[config.mk]
export PLATFORM = sky130hd
export DESIGN_NAME = instr_fetch
export DESIGN_NICKNAME = d
export VERILOG_FILES = /design/src/rtl/instr_fetch_pkg.sv /design/src/rtl/instr_fetch_fifo.sv /design/src/rtl/instr_fetch.sv
export SDC_FILE = /design/constraint.sdc
export NUM_CORES = 1
export LEC_CHECK = 0
export CAP_MARGIN = 25
export CORE_AREA = 2 2 128 179
export CTS_CLUSTER_SIZE = 40
export DETAILED_ROUTE_END_ITERATION = 10
export DIE_AREA = 0 0 130 181
export PLACE_DENSITY = 0.69
export SLEW_MARGIN = 20
export SYNTH_ARGS = -nofsm -noshare
export SYNTH_HDL_FRONTEND = slang
export SYNTH_HIERARCHICAL = 1
export SYNTH_SLANG_ARGS = --single-unit
[constraint.sdc]
create_clock -name clk -period 3.8 [get_ports clk]
set_input_delay 0.57 -clock clk [delete_from_list [all_inputs] [get_ports clk]]
set_output_delay 0.57 -clock clk [all_outputs]
set_load 0.005 [all_outputs]
[src/rtl/instr_fetch_pkg.sv]
// Shared constants for the instruction fetch stage.
package instr_fetch_pkg;

  localparam int unsigned IF_DATA_WIDTH        = 32;
  localparam int unsigned IF_INSTRUCTION_WIDTH = 32;
  localparam int unsigned IF_FIFO_DEPTH        = 2;

  localparam logic [IF_DATA_WIDTH-1:0]        IF_RESET_VECTOR = 32'h0000_0000;
  localparam logic [IF_INSTRUCTION_WIDTH-1:0] IF_NOP_INSTR    = 32'h0000_0013;

  // Counter width able to hold 0..depth inclusive.
  function automatic int unsigned cnt_width(input int unsigned depth);
    return $clog2(depth) + 1;
  endfunction

endpackage

[src/rtl/instr_fetch_fifo.sv]
// Synchronous fetch buffer with flush; storage resets to a caller-supplied entry.
module instr_fetch_fifo #(
  parameter int unsigned      DEPTH       = 2,
  parameter int unsigned      WIDTH       = 65,
  parameter logic [WIDTH-1:0] RESET_ENTRY = '0
) (
  input  logic                     clk,
  input  logic                     reset,
  input  logic                     flush,
  input  logic                     push,
  input  logic [WIDTH-1:0]         push_data,
  input  logic                     pop,
  output logic [WIDTH-1:0]         head_data,
  output logic                     head_valid,
  output logic                     full,
  output logic [$clog2(DEPTH):0]   count
);

  localparam int unsigned AW = $clog2(DEPTH);
  localparam int unsigned CW = AW + 1;

  logic [WIDTH-1:0] mem_q [DEPTH];
  logic [AW-1:0]    wr_ptr_q;
  logic [AW-1:0]    rd_ptr_q;
  logic [CW-1:0]    count_q;
  logic             do_push;
  logic             do_pop;

  assign do_pop  = pop && (count_q != '0);
  assign do_push = push && ((count_q != CW'(DEPTH)) || do_pop);

  always_ff @(posedge clk or negedge reset) begin
    if (!reset) begin
      wr_ptr_q <= '0;
      rd_ptr_q <= '0;
      count_q  <= '0;
      for (int i = 0; i < int'(DEPTH); i++) begin
        mem_q[i] <= RESET_ENTRY;
      end
    end else if (flush) begin
      wr_ptr_q <= '0;
      rd_ptr_q <= '0;
      count_q  <= '0;
    end else begin
      if (do_push) begin
        mem_q[wr_ptr_q] <= push_data;
        wr_ptr_q        <= wr_ptr_q + AW'(1);
      end
      if (do_pop) begin
        rd_ptr_q <= rd_ptr_q + AW'(1);
      end
      count_q <= count_q + CW'(do_push) - CW'(do_pop);
    end
  end

  assign head_data  = mem_q[rd_ptr_q];
  assign head_valid = (count_q != '0);
  assign full       = (count_q == CW'(DEPTH));
  assign count      = count_q;

endmodule

[src/rtl/instr_fetch.sv]
// Instruction fetch: sequential PC generation, credit-limited memory requests,
// in-order response tagging and redirect handling with stale-response dropping.
module instr_fetch
  import instr_fetch_pkg::*;
#(
  parameter int unsigned           DATA_WIDTH   = IF_DATA_WIDTH,
  parameter logic [DATA_WIDTH-1:0] RESET_VECTOR = DATA_WIDTH'(IF_RESET_VECTOR),
  parameter int unsigned           FIFO_DEPTH   = IF_FIFO_DEPTH
) (
  input  logic                            clk,
  input  logic                            reset,
  input  logic                            redirect_valid,
  input  logic [DATA_WIDTH-1:0]           redirect_pc,
  output logic                            imem_req_valid,
  input  logic                            imem_req_ready,
  output logic [DATA_WIDTH-1:0]           imem_req_addr,
  input  logic                            imem_rsp_valid,
  input  logic [IF_INSTRUCTION_WIDTH-1:0] imem_rsp_data,
  input  logic                            imem_rsp_err,
  output logic                            fetch_valid,
  input  logic                            fetch_ready,
  output logic [IF_INSTRUCTION_WIDTH-1:0] fetch_instruction,
  output logic [DATA_WIDTH-1:0]           fetch_pc,
  output logic                            fetch_fault
);

  localparam int unsigned IW = IF_INSTRUCTION_WIDTH;
  localparam int unsigned CW = cnt_width(FIFO_DEPTH);
  localparam int unsigned EW = 1 + DATA_WIDTH + IW;

  localparam logic [DATA_WIDTH-1:0] PC_STEP      = DATA_WIDTH'(4);
  localparam logic [DATA_WIDTH-1:0] ALIGN_MASK   = ~DATA_WIDTH'(3);
  localparam logic [CW:0]           CREDIT_LIMIT = (CW+1)'(FIFO_DEPTH);
  localparam logic [EW-1:0]         RESET_ENTRY  = {1'b0, DATA_WIDTH'(0), IF_NOP_INSTR};

  logic [DATA_WIDTH-1:0] pc_q;
  logic [DATA_WIDTH-1:0] rsp_pc_q;
  logic [DATA_WIDTH-1:0] redirect_tgt;
  logic [CW-1:0]         outstanding_q;
  logic [CW-1:0]         outstanding_d;
  logic [CW-1:0]         drop_cnt_q;
  logic [CW-1:0]         fifo_count;
  logic [CW:0]           credit_used;
  logic                  accept;
  logic                  dropping;
  logic                  push;
  logic                  pop;
  logic                  fifo_full;
  logic [EW-1:0]         push_entry;
  logic [EW-1:0]         head_entry;

  assign redirect_tgt = redirect_pc & ALIGN_MASK;

  // Every request must have a guaranteed buffer slot when its response lands.
  assign credit_used    = {1'b0, outstanding_q} + {1'b0, fifo_count};
  assign imem_req_valid = reset && !redirect_valid && (credit_used < CREDIT_LIMIT);
  assign imem_req_addr  = pc_q;

  assign accept        = imem_req_valid && imem_req_ready;
  assign dropping      = imem_rsp_valid && (drop_cnt_q != '0);
  assign push          = imem_rsp_valid && (drop_cnt_q == '0) && !redirect_valid;
  assign pop           = fetch_valid && fetch_ready;
  assign outstanding_d = outstanding_q + CW'(accept) - CW'(imem_rsp_valid);
  assign push_entry    = {imem_rsp_err, rsp_pc_q, imem_rsp_data};

  always_ff @(posedge clk or negedge reset) begin
    if (!reset) begin
      pc_q          <= RESET_VECTOR;
      rsp_pc_q      <= RESET_VECTOR;
      outstanding_q <= '0;
      drop_cnt_q    <= '0;
    end else begin
      outstanding_q <= outstanding_d;
      if (redirect_valid) begin
        pc_q       <= redirect_tgt;
        rsp_pc_q   <= redirect_tgt;
        drop_cnt_q <= outstanding_d;
      end else begin
        if (accept) begin
          pc_q <= pc_q + PC_STEP;
        end
        if (push) begin
          rsp_pc_q <= rsp_pc_q + PC_STEP;
        end
        if (dropping) begin
          drop_cnt_q <= drop_cnt_q - CW'(1);
        end
      end
    end
  end

  instr_fetch_fifo #(
    .DEPTH       (FIFO_DEPTH),
    .WIDTH       (EW),
    .RESET_ENTRY (RESET_ENTRY)
  ) u_fifo (
    .clk        (clk),
    .reset      (reset),
    .flush      (redirect_valid),
    .push       (push),
    .push_data  (push_entry),
    .pop        (pop),
    .head_data  (head_entry),
    .head_valid (fetch_valid),
    .full       (fifo_full),
    .count      (fifo_count)
  );

  assign {fetch_fault, fetch_pc, fetch_instruction} = head_entry;

  a_credit_bound: assert property (@(posedge clk) disable iff (!reset)
    credit_used <= CREDIT_LIMIT);

  a_no_push_full: assert property (@(posedge clk) disable iff (!reset)
    push |-> !fifo_full);

endmodule

## After elaboration in Yosys (flattened, before gate mapping)

Cells that the tools add are included.

| cells by class | value |
|---|---|
| add/subtract/negate cells | 10 |
| multiply operators | 0 |
| divide/modulo/power cells | 0 |
| $lt $le $gt $ge | 4 |
| eq/ne operators | 1 |
| shift-type cells | 0 |
| mux-type cells | 17 |
| bitwise gates (word level) | 3 |
| reduce and logical (&&, ||, !) cells | 21 |

Operators by type and width:

| cell | count |
|---|---|
| two-way mux 65 bit | 4 |
| bitwise mux 130 bit | 1 |
| two-way mux 32 bit | 4 |
| demux 65 bit (select 1 bit) | 1 |
| adder 32 x 3 -> 32 bit, second input constant | 2 |
| nonzero test 2 bit | 7 |
| logical AND 1 bit | 10 |
| two-way mux 2 bit | 3 |
| adder 2 x 1 -> 2 bit | 2 |
| greater-or-equal comparator 2 bit, second input constant | 2 |
| two-way mux 1 bit | 4 |
| inverter 1 -> 2 bit | 2 |
| subtractor 2 x 1 -> 2 bit | 2 |
| adder 2 x 2 -> 3 bit | 1 |
| less-than comparator 3 x 2 -> 1 bit, second input constant | 1 |
| adder 1 bit, second input constant | 2 |
| zero test 2 bit | 1 |
| less-than comparator 2 x 1 -> 1 bit, second input constant | 1 |
| != test 2 bit, second input constant | 1 |
| AND reduction 2 bit | 1 |
| subtractor 2 x 1 -> 2 bit, second input constant | 1 |
| zero test 1 bit | 1 |
| logical OR 1 bit | 1 |
| inverter 1 bit | 1 |

| storage, ports and cells | value |
|---|---|
| flip-flop bits (word level) | 202 |
| bits in latches | 0 |
| memory bits (writable) | 0 |
| bits in read-only memories | 0 |
| input port bits | 71 |
| logic and storage cells | 65 |
| memories kept | 0 |

## Longest topological paths before layout

Gate-level depths: netlist (run 1).

| logic depth | value |
|---|---|
| depth in word-level cells | 8 |
| gate-level depth with buffers | 14 |

## Hierarchy

Netlist (run 1), hierarchy kept.

By module, submodules not included:

| module | instances | cells each | area each (um^2) |
|---|---|---|---|
| instr_fetch_fifo | 1 | 370 | 6075.8 |
| instr_fetch | 1 | 407 | 3639.7 |

## Worst setup path after synthesis (run 1)

Ideal clock, no wire load.

| timing | value |
|---|---|
| path type | register to register |
| from | reg u_fifo.count_q[0] (netlist: u_fifo/count[0]) |
| to | reg drop_cnt_q[1] |
| data arrival time | 2.740 ns |
| required time | 3.667 ns |
| slack | 0.927 ns |
| stages on the path, launching flop included | 15 |
| clock period less this slack | 2.873 ns |
| path through | dfrtp_1 and2_1 fa_1 nor4b_4 and2_1 buf_4 inv_4 clkbuf_1 ha_1 inv_1 ha_1 xnor2_1 xnor2_1 nand2_1 o21ai_0 |

| between the ends | value |
|---|---|
| word-level cells in the longest chain between the ends | 7 |

Ends and longest elaborated chain:

| what | line | text |
|---|---|---|
| start: declaration | instr_fetch_fifo.sv:25 | `logic [CW-1:0] count_q;` |
| start signal: assignment | instr_fetch_fifo.sv:52 | `count_q <= count_q + CW'(do_push) - CW'(do_pop);` |
| adder 2 x 2 -> 3 bit | instr_fetch.sv:55 | `assign credit_used = {1'b0, outstanding_q} + {1'b0, fifo_count};` |
| less-than comparator 3 x 2 -> 1 bit | instr_fetch.sv:56 | `assign imem_req_valid = reset && !redirect_valid && (credit_used < CREDIT_LIMIT);` |
| logical AND 1 bit | instr_fetch.sv:56 |  |
| named net imem_req_valid | instr_fetch.sv:14 | `output logic imem_req_valid,` |
| logical AND 1 bit | instr_fetch.sv:59 | `assign accept = imem_req_valid && imem_req_ready;` |
| adder 2 x 1 -> 2 bit | instr_fetch.sv:63 | `assign outstanding_d = outstanding_q + CW'(accept) - CW'(imem_rsp_valid);` |
| subtractor 2 x 1 -> 2 bit | instr_fetch.sv:63 |  |
| named net outstanding_d[1] | instr_fetch.sv:40 | `logic [CW-1:0] outstanding_d;` |
| two-way mux 2 bit | instr_fetch.sv:74 | `if (redirect_valid) begin` |
| end signal: assignment | instr_fetch.sv:77 | `drop_cnt_q <= outstanding_d;` |
| end signal: assignment | instr_fetch.sv:86 | `drop_cnt_q <= drop_cnt_q - CW'(1);` |
| end: declaration | instr_fetch.sv:41 | `logic [CW-1:0] drop_cnt_q;` |

The timed path passes the listed nets, and every way through them passes these cells.
A chain may end at the register's enable or synchronous reset.

## Final worst setup path (run 1)

| timing | value |
|---|---|
| from | reg u_fifo.count_q[0] (netlist: u_fifo/count[0]) |
| to | out imem_req_valid |

| between the ends | value |
|---|---|
| word-level cells in the longest chain between the ends | 3 |

Ends and longest elaborated chain:

| what | line |
|---|---|
| adder 2 x 2 -> 3 bit | instr_fetch.sv:55 |
| less-than comparator 3 x 2 -> 1 bit | instr_fetch.sv:56 |
| logical AND 1 bit | instr_fetch.sv:56 |
| end: declaration | instr_fetch.sv:14 |

No other way between the ends.

==> flow_summary.toml, run 1 <==
[grt]
grt_max_degree = 76
use_met3_pct = 3.61
overflow = 0
grt_first_pass_wirelength_um = 34900
grtUsageTotal_pct = 18.7
antenna_found_initial = 0
grt_util_met2_pct = 31.0
grt_pass1_vias = 6768
busiest_layer = "met2"
grtUsageMet1_pct = 24.7

[placement]
io_buffers = 165
gp_congestion = 0.889
dpl_cell_area_mm2 = 0.0116
post-dp-hpwl_um = 14800

[final_layout]
drive_gt1_share_pct = 27.2
final_area_mm2 = 0.0122
multi_input_area_mm2 = 0.00443
ff_latch_area_mm2 = 0.00496
syn2layout_area_growth_pct = 25.8
nFillCells = 1895
nets = 1019
antenna-diode-count = 0

[critical_path]
r2r_end = "drop_cnt_q[1]$_DFFE_PN0P_"
cp_max_fo = 5
rrSetupSlack_ns = 0.81
cp-end-kind = "primary output"
arrival_ns = 2.53
worstSetupPathType = "flip-flop to primary output"
cp_cell_sequence = "and2_1 -> fa_1 -> nor4b_4 -> clkdlybuf4s50_1"
cpPeakStageDelay_ns = 0.58
setup.worst_path.start_class = "flip-flop"
worst_path_max_delay_cell = "clkdlybuf4s50_1"
rr_worst_depth = 12
r2r-start = "u_fifo/count[0]$_DFF_PN0_"
critPathRequiredTime_ns = 3.23

[sta]
min_period_ns = 3.10
slew_headroom_pct = 43.2
fin_setup_tns_ns = 0
final-max-slew-violation-count = 0
fin_crit_sh_pct = 81.5
rsz0062_at_grt = "no"
setup_violations = 0
fmax_mhz = 323
max_slew.worst_pin.slew_ns = 0.853
hold_viol_final = 0
fin_skew_ns = 0.0125

[hold_path]
min_path_type = "input pin to asynchronous set/reset pin"

[detailed_routing]
route.detailed.drc = 0
vias_per_cell = 5.32
post_drt_wl_per_cell_um = 17.2
vias = 6646
dr.pass1.iters = 4
final_antenna_net_count = 0
drt-total-wl_um = 21600
drtIter0Drc = 315

[clocking]
clockBufferDepth = 2
clock_sinks = 198
cts_resized = 0
h-tree-depth = 4
clkLatencyLatePin_ns = 0.44
clk_pin_slew_ns = 0.07
cts_tree = "yes"
hold_buffers = 0
cts_buffers = 17
cts_root_buffer = "clkbuf_16"
post-cts-setup-buffer-count = 0

[floorplanning]
ios = 170
fp.dieArea_mm2 = 0.0235
start_util_pct = 44.4
fp.dieH_um = 181
rows = 64
die_w_um = 130
core_mm2 = 0.0219

[power]
power_density_mw_per_mm2 = 594
p_leak_nw = 5.19
irDropWorstVdd_mv = 0.333

[job]
drv_cap = 0

[synth]
syn_area_mm2 = 0.00971
yosys_warnings = 6
avgSynthCellArea_um2 = 12.5
netlist_instances = 776

[status]
status = "complete, no violations"
[cell type report]
type | count | share of cell area [%]
Multi-Input combinational cell | 527 | 36.3
Clock inverter | 14 | 1.25
Tap cell | 297 | 3.04
Inverter | 16 | 0.512
Timing Repair Buffer | 180 | 14.8
Sequential cell | 198 | 40.6
Clock buffer | 18 | 3.51
[sequential cells by signal, indices dropped and copies added (netlist names)]
| name | count |
|---|---|
| outstanding_q | 2 |
| imem_req_addr | 30 |
| u_fifo/mem_q | 130 |
| u_fifo/count | 2 |
| u_fifo/rd_ptr_q | 1 |
| u_fifo/wr_ptr_q | 1 |
| rsp_pc_q | 30 |
| drop_cnt_q | 2 |
[worst max path at each step]
stage	from	end	slack (ns)
4_1_cts	u_fifo/count[0]$_DFF_PN0_	imem_req_valid	0.67
3_5_place_dp	imem_rsp_valid	u_fifo/mem_q[10]$_DFFE_PN0P_	0.80
5_1_grt	u_fifo/count[0]$_DFF_PN0_	imem_req_valid	0.61
6_report	u_fifo/count[0]$_DFF_PN0_	imem_req_valid	0.70
3_3_place_gp	imem_rsp_valid	u_fifo/mem_q[10]$_DFFE_PN0P_	0.87
2_1_floorplan	u_fifo/count[0]$_DFF_PN0_	drop_cnt_q[1]$_DFFE_PN0P_	0.94
[layout by cell type, fill, tap and decap left out, drive strengths merged, types with 16 or more instances in the layout]
cell type      instances
buf                   16
clkbuf                19
clkdlybuf4s50        163
dfrtp                192
inv                   26
mux2                 196
nand2                 64
nand3                 20
nand4                 21
nor2                  23
o21ai                 42
xnor2                 29
[per-layer routing]
layer,up-vias,share of wire [%]
met3,28,4.3
met1,3308,44
met4,0,1.6
met5,-,0
li1,3129,-
met2,181,50
[through the flow]
step	util (%)	setup slack (ns)	power [mW]	instances	hold WS [ns]
2_1_floorplan	-	0.940	4.33	781	0.274
3_3_place_gp	53.1	0.865	5.46	1217	0.482
3_5_place_dp	53.1	0.802	5.53	1217	0.488
4_1_cts	55.8	0.674	7.36	1249	0.333
5_1_grt	55.9	0.611	7.69	1250	0.191
6_report	55.9	0.702	7.26	1250	0.173
[where the power goes]
part           leakage, nW  switching (mW)  internal (mW)
logic                 2.41           0.743           1.58
registers             2.49           0.387           2.76
clock network        0.283           0.855          0.936
[worst max-delay path, delay by kind of cell, from the launching register on]
family | cells | cell delay, ns
fa+ha+maj | 1 | 0.49
flops | 1 | 0.42
buf+inv | 1 | 0.58
simple gates | 2 | 0.61
(Power assumes the default switching activity.)
==> run 2, diff against run 1 <==
--- a/config.mk
+++ b/config.mk
@@ -10,7 +10,7 @@
 export CTS_CLUSTER_SIZE = 40
 export DETAILED_ROUTE_END_ITERATION = 10
 export DIE_AREA = 0 0 130 181
-export PLACE_DENSITY = 0.69
+export PLACE_DENSITY = 0.72
 export SLEW_MARGIN = 20
 export SYNTH_ARGS = -nofsm -noshare
 export SYNTH_HDL_FRONTEND = slang
==> constraint.sdc (replaced) <==
create_clock -name clk -period 2.7 [get_ports clk]
set_input_delay 0.405 -clock clk [delete_from_list [all_inputs] [get_ports clk]]
set_output_delay 0.405 -clock clk [all_outputs]
set_load 0.005 [all_outputs]
==> flow_summary.toml, run 2 (synthesized netlist as in run 1, its figures left out) <==
[placement]
post-dp-hpwl_um = 15500
dpl_cell_area_mm2 = 0.0119
io_buffers = 165
gp_congestion = 0.878
pre_cts_slack_ns = -0.0604

[sta]
hold_viol_final = 0
layout_setup_ws_ns = 0.158
final-max-slew-violation-count = 0
min_period_ns = 2.54
fin_crit_sh_pct = 94.1
hold-worst-slack_ns = 0.104
slew_headroom_pct = 40.0
setup_violations = 0
rsz0062_at_grt = "no"
fin_skew_ns = 0.0117
fmax_mhz = 393
max_slew.worst_pin.slew_ns = 0.900

[clocking]
cts_root_buffer = "clkbuf_16"
cts_buffers = 17
h-tree-depth = 4
hold_buffers = 0
cts_tree = "yes"
clk_pin_slew_ns = 0.07
clkLatencyLatePin_ns = 0.43
clock_sinks = 198
clockBufferDepth = 2

[final_layout]
top_register = "u_fifo/mem_q"
antenna-diode-count = 0
nets = 1038
drive_gt1_share_pct = 29.4
final_area_mm2 = 0.0125
layout_commonest_cell = "dfrtp_1"
fin_util_pct = 57.0
syn2layout_area_growth_pct = 28.2
nFillCells = 1867
final_cell_mix = "191 x dfrtp_1, 162 x clkdlybuf4s50_1, 146 x mux2_2"
largest_reg_flops = 130

[detailed_routing]
post_drt_wl_per_cell_um = 17.4
vias_per_cell = 5.33
drtIter0Drc = 297
final_antenna_net_count = 0
route.detailed.drc = 0
vias = 6767
drt-total-wl_um = 22100
dr.pass1.iters = 4

[power]
p_total_mw = 10.3
p_leak_nw = 5.30
irDropWorstVdd_mv = 0.482
power_density_mw_per_mm2 = 829

[critical_path]
arrival_ns = 2.90
cp-end-kind = "flip-flop"
critPathRequiredTime_ns = 3.05
cp_max_fo = 2
worstSetupPathType = "flip-flop to flip-flop"
r2r-start = "u_fifo/count[0]$_DFF_PN0_"
setup.worst_path.start = "u_fifo/count[0]$_DFF_PN0_"
setup.worst_path.start_class = "flip-flop"

[grt]
grtUsageTotal_pct = 19.6
grt_first_pass_wirelength_um = 36600
grt_max_degree = 73
antenna_found_initial = 0
grt_pass1_vias = 7047
overflow = 0

[floorplanning]
start_util_pct = 44.4
core_mm2 = 0.0219
fp.dieH_um = 181
ios = 170
rows = 64
die_w_um = 130
fp.dieArea_mm2 = 0.0235

[job]
drv_cap = 0

[status]
status = "complete, no violations"

[hold_path]
min_path_type = "input pin to asynchronous set/reset pin"
-- run 2: changes by cell type in the layout (fill, tap and decap cells not counted), sizes merged --
| cell | change |
|---|---|
| dlygate4sd2 | +1 |
| bufinv | +1 |
| clkbuf | +1 |
| clkinv | +2 |
| clkdlybuf4s50 | -1 |
| clkinvlp | +2 |
| inv | -6 |
| buf | +19 |
-- run 2: final cells by class --
cell class,count,area (um2),area share (%)
Inverter,16,65.1,0.523
Clock inverter,13,148,1.19
Clock buffer,19,433,3.48
Sequential cell,198,4960,39.9
Tap cell,297,372,2.98
Multi-Input combinational cell,527,4480,35.9
Timing Repair Buffer,199,2000,16.0
-- run 2: worst max-delay path, cell delays in order, from the launching register on --
cell	delay [ns]
dfrtp_1	0.38
and2_4	0.16
fa_2	0.46
nor4b_4	0.28
and2_4	0.23
inv_6	0.04
ha_4	0.25
inv_2	0.03
ha_4	0.15
xnor2_2	0.13
xnor2_1	0.22
nand2_1	0.07
o21ai_1	0.07
-- run 2: repair_timing --
action	CTS	global route
endpoints found under the setup margin	3	6
buffers inserted	1	0
resized for setup	2	5
hold endpoints to repair	0	0
pin swaps	2	0
-- run 2: final timing paths --
| check | endpoint | slack [ns] | cells after the start |
|---|---|---|---|
| worst min-delay path | u_fifo/count[1]$_DFF_PN0_ | 0.10 | 2 |
| min in group clk | u_fifo/count[1]$_DFF_PN0_ | 0.42 | 3 |
| max in group asynchronous | u_fifo/rd_ptr_q$_DFFE_PN0P_ | 1.23 | 3 |
| worst min register to register | u_fifo/mem_q[118]$_DFFE_PN0P_ | 0.50 | 1 |
| worst max-delay path | drop_cnt_q[1]$_DFFE_PN0P_ | 0.16 | 12 |
| worst max register to register | drop_cnt_q[1]$_DFFE_PN0P_ | 0.16 | 12 |
-- run 2: metal layers --
layer | part of all wire (%) | routed length, um | vias to the layer above | GRT usage, %
met5 | 0 | 0 | - | 0
met3 | 3.9 | 868 | 22 | 3.67
met2 | 50 | 11200 | 184 | 32.5
li1 | - | - | 3165 | -
met4 | 1.9 | 421 | 0 | 7.23
met1 | 44 | 9680 | 3396 | 25.5
-- run 2: power by group --
group	internal [mW]	switching (mW)	leakage, nW
clock network	1.38	1.14	0.276
logic	2.30	1.08	2.53
registers	3.88	0.543	2.49
-- run 2: metrics by stage --
step	setup TNS, ns	cells
4_1_cts	0	1269
3_3_place_gp	0	1236
3_5_place_dp	-0.0632	1236
5_1_grt	0	1269
2_1_floorplan	-0.147	781
6_report	0	1269
==> run 3, diff against run 2 <==
--- a/config.mk
+++ b/config.mk
@@ -6,11 +6,14 @@
 export NUM_CORES = 1
 export LEC_CHECK = 0
 export CAP_MARGIN = 25
-export CORE_AREA = 2 2 128 179
+export CELL_PAD_IN_SITES_DETAIL_PLACEMENT = 0
+export CELL_PAD_IN_SITES_GLOBAL_PLACEMENT = 1
+export CORE_AREA = 2 2 137 192
 export CTS_CLUSTER_SIZE = 40
 export DETAILED_ROUTE_END_ITERATION = 10
-export DIE_AREA = 0 0 130 181
-export PLACE_DENSITY = 0.72
+export DIE_AREA = 0 0 139 194
+export PLACE_DENSITY_LB_ADDON = 0.1
+export SKIP_LAST_GASP = 1
 export SLEW_MARGIN = 20
 export SYNTH_ARGS = -nofsm -noshare
 export SYNTH_HDL_FRONTEND = slang
==> flow_summary.toml, run 3 (synthesized netlist as in run 1, its figures left out) <==
[status]
status = "complete, no violations"

[sta]
fin_crit_sh_pct = 96.8
setup_violations = 0
hold_viol_final = 0
layout_setup_ws_ns = 0.0877
max_slew.worst_pin.slew_ns = 0.833
slew_headroom_pct = 44.5
fin_skew_ns = 0.0133
min_period_ns = 2.61
final-max-slew-violation-count = 0
fmax_mhz = 383
fin_setup_tns_ns = 0
rsz0062_at_grt = "yes"

[floorplanning]
rows = 69
die_w_um = 139
ios = 170
core_mm2 = 0.0252
fp.dieArea_mm2 = 0.0270
fp.dieH_um = 194
start_util_pct = 38.5

[final_layout]
syn2layout_area_growth_pct = 28.4
layout_commonest_cell = "dfrtp_1"
final_cell_mix = "191 x dfrtp_1, 162 x clkdlybuf4s50_1, 146 x mux2_2"
drive_gt1_share_pct = 28.9
largest_reg_flops = 130
top_register = "u_fifo/mem_q"
nets = 1031
antenna-diode-count = 0

[power]
power_density_mw_per_mm2 = 843
internal_power_mw = 7.69
p_total_mw = 10.5
netSwitchingFraction_pct = 26.9
seq_power_share_pct = 42.3
p_clk_share_pct = 25.1
p_leak_nw = 5.28
irDropWorstVdd_mv = 0.483
p_comb_share_pct = 32.5
netSwitchingPower_mw = 2.82

[clocking]
cts_buffers = 17
cts_tree = "yes"
clk_pin_slew_ns = 0.08
h-tree-depth = 4
cts_root_buffer = "clkbuf_16"
clock_sinks = 198
clkLatencyLatePin_ns = 0.43
clockBufferDepth = 2

[critical_path]
setup.worst_path.start_class = "flip-flop"
worstSetupPathType = "flip-flop to flip-flop"
cpPeakStageDelay_ns = 0.46
critPathRequiredTime_ns = 3.01
arrival_ns = 2.92
cp_max_fo = 2
timing.critical_path.buf_inv = 2
crit_family = "adder cells"
cp_cell_sequence = "and2_4 -> fa_2 -> nor4b_4 -> and2_4 -> inv_6 -> ha_4 -> inv_2 -> ha_4 -> xnor2_4 -> xnor2_2 -> nand2_1 -> o21ai_1"
worst_path_max_delay_cell = "fa_2"
cp-end-kind = "flip-flop"

[detailed_routing]
final_antenna_net_count = 0
drtIter0Drc = 238
route.detailed.drc = 0
dr.pass1.iters = 5
post_drt_wl_per_cell_um = 18.8
drt-total-wl_um = 24100
vias = 6725
vias_per_cell = 5.24

[grt]
overflow = 0
grtUsageTotal_pct = 18.4
grt_pass1_vias = 7311
antenna_found_initial = 0
grt_max_degree = 136
grt_first_pass_wirelength_um = 39900

[placement]
post-dp-hpwl_um = 16900
gp_congestion = 0.814
pre_cts_slack_ns = -0.149
io_buffers = 165

[job]
drv_cap = 0

[hold_path]
min_path_type = "input pin to asynchronous set/reset pin"
[run 3: changes by cell type in the layout (fill, tap and decap cells not counted), sizes merged]
cell           previous run  this run
clkinvlp                  3         2
clkinv                    4         3
inv                      20        19
clkdlybuf4s15             0         1
bufinv                    2         3
dlygate4sd2               1         0
buf                      35        28
clkbuf                   20        22
[run 3: cell type report]
type | count | area, um2
flip-flops and latches | 198 | 4960
fillers | 2254 | 12700
well taps | 319 | 399
clock buffers | 21 | 450
clock inverters | 11 | 150
repair buffers | 192 | 1940
multi-input cells | 527 | 4490
inverters | 16 | 65.1
[run 3: final timing paths]
path	to	cells past startpoint	start	slack (ns)
hold reg to reg	u_fifo/mem_q[109]$_DFFE_PN0P_	1	u_fifo/mem_q[109]$_DFFE_PN0P_	0.50
setup reg to reg	drop_cnt_q[1]$_DFFE_PN0P_	12	u_fifo/count[0]$_DFF_PN0_	0.09
max in group asynchronous	u_fifo/mem_q[123]$_DFFE_PN0P_	3	reset	1.25
min in group clk	u_fifo/rd_ptr_q$_DFFE_PN0P_	2	redirect_valid	0.25
setup / recovery	drop_cnt_q[1]$_DFFE_PN0P_	12	u_fifo/count[0]$_DFF_PN0_	0.09
hold / removal	u_fifo/mem_q[95]$_DFFE_PN0P_	2	reset	0.18
[run 3: what timing repair did]
item,CTS,global route
setup endpoints to repair,15,3
gates resized for setup,3,7
pin swaps,1,5
buffers inserted,0,1
hold buffers,0,0
[run 3: through the flow]
step	instance area, um2	hold slack, ns	std cells	utilization (%)
after floorplan	9780	0.109	781	-
after global placement	11800	0.482	1251	46.9
after detailed placement	11800	0.489	1251	46.9
after CTS	12400	0.211	1283	49.3
after global routing	12500	0.237	1284	49.4
final	12500	0.177	1284	49.4
[run 3: worst reg2reg max path: stages (launching register included)]
cell and delay (ns):
dfrtp_1 0.39, and2_4 0.17, fa_2 0.46, nor4b_4 0.36, and2_4 0.23, inv_6 0.04
ha_4 0.25, inv_2 0.04, ha_4 0.16, xnor2_4 0.12, xnor2_2 0.15, nand2_1 0.07
o21ai_1 0.06
[run 3: metal layers]
layer | share of wire (%) | global-route usage (%) | up-vias
met5 | 0 | 0 | -
met4 | 1.8 | 6.02 | 0
met3 | 3.7 | 3.26 | 23
met2 | 50 | 30.9 | 194
met1 | 45 | 24.1 | 3364
li1 | - | - | 3144
[run 3: power by group through the flow]
stage                     Sequential (mW)  Combinational [mW]  Clock [mW]
after floorplan                      4.31                1.82           0
after global placement               4.42                3.35           0
after detailed placement             4.50                3.42           0
after CTS                            4.45                3.45        2.74
after global routing                 4.58                3.70        2.85
final                                4.45                3.42        2.64
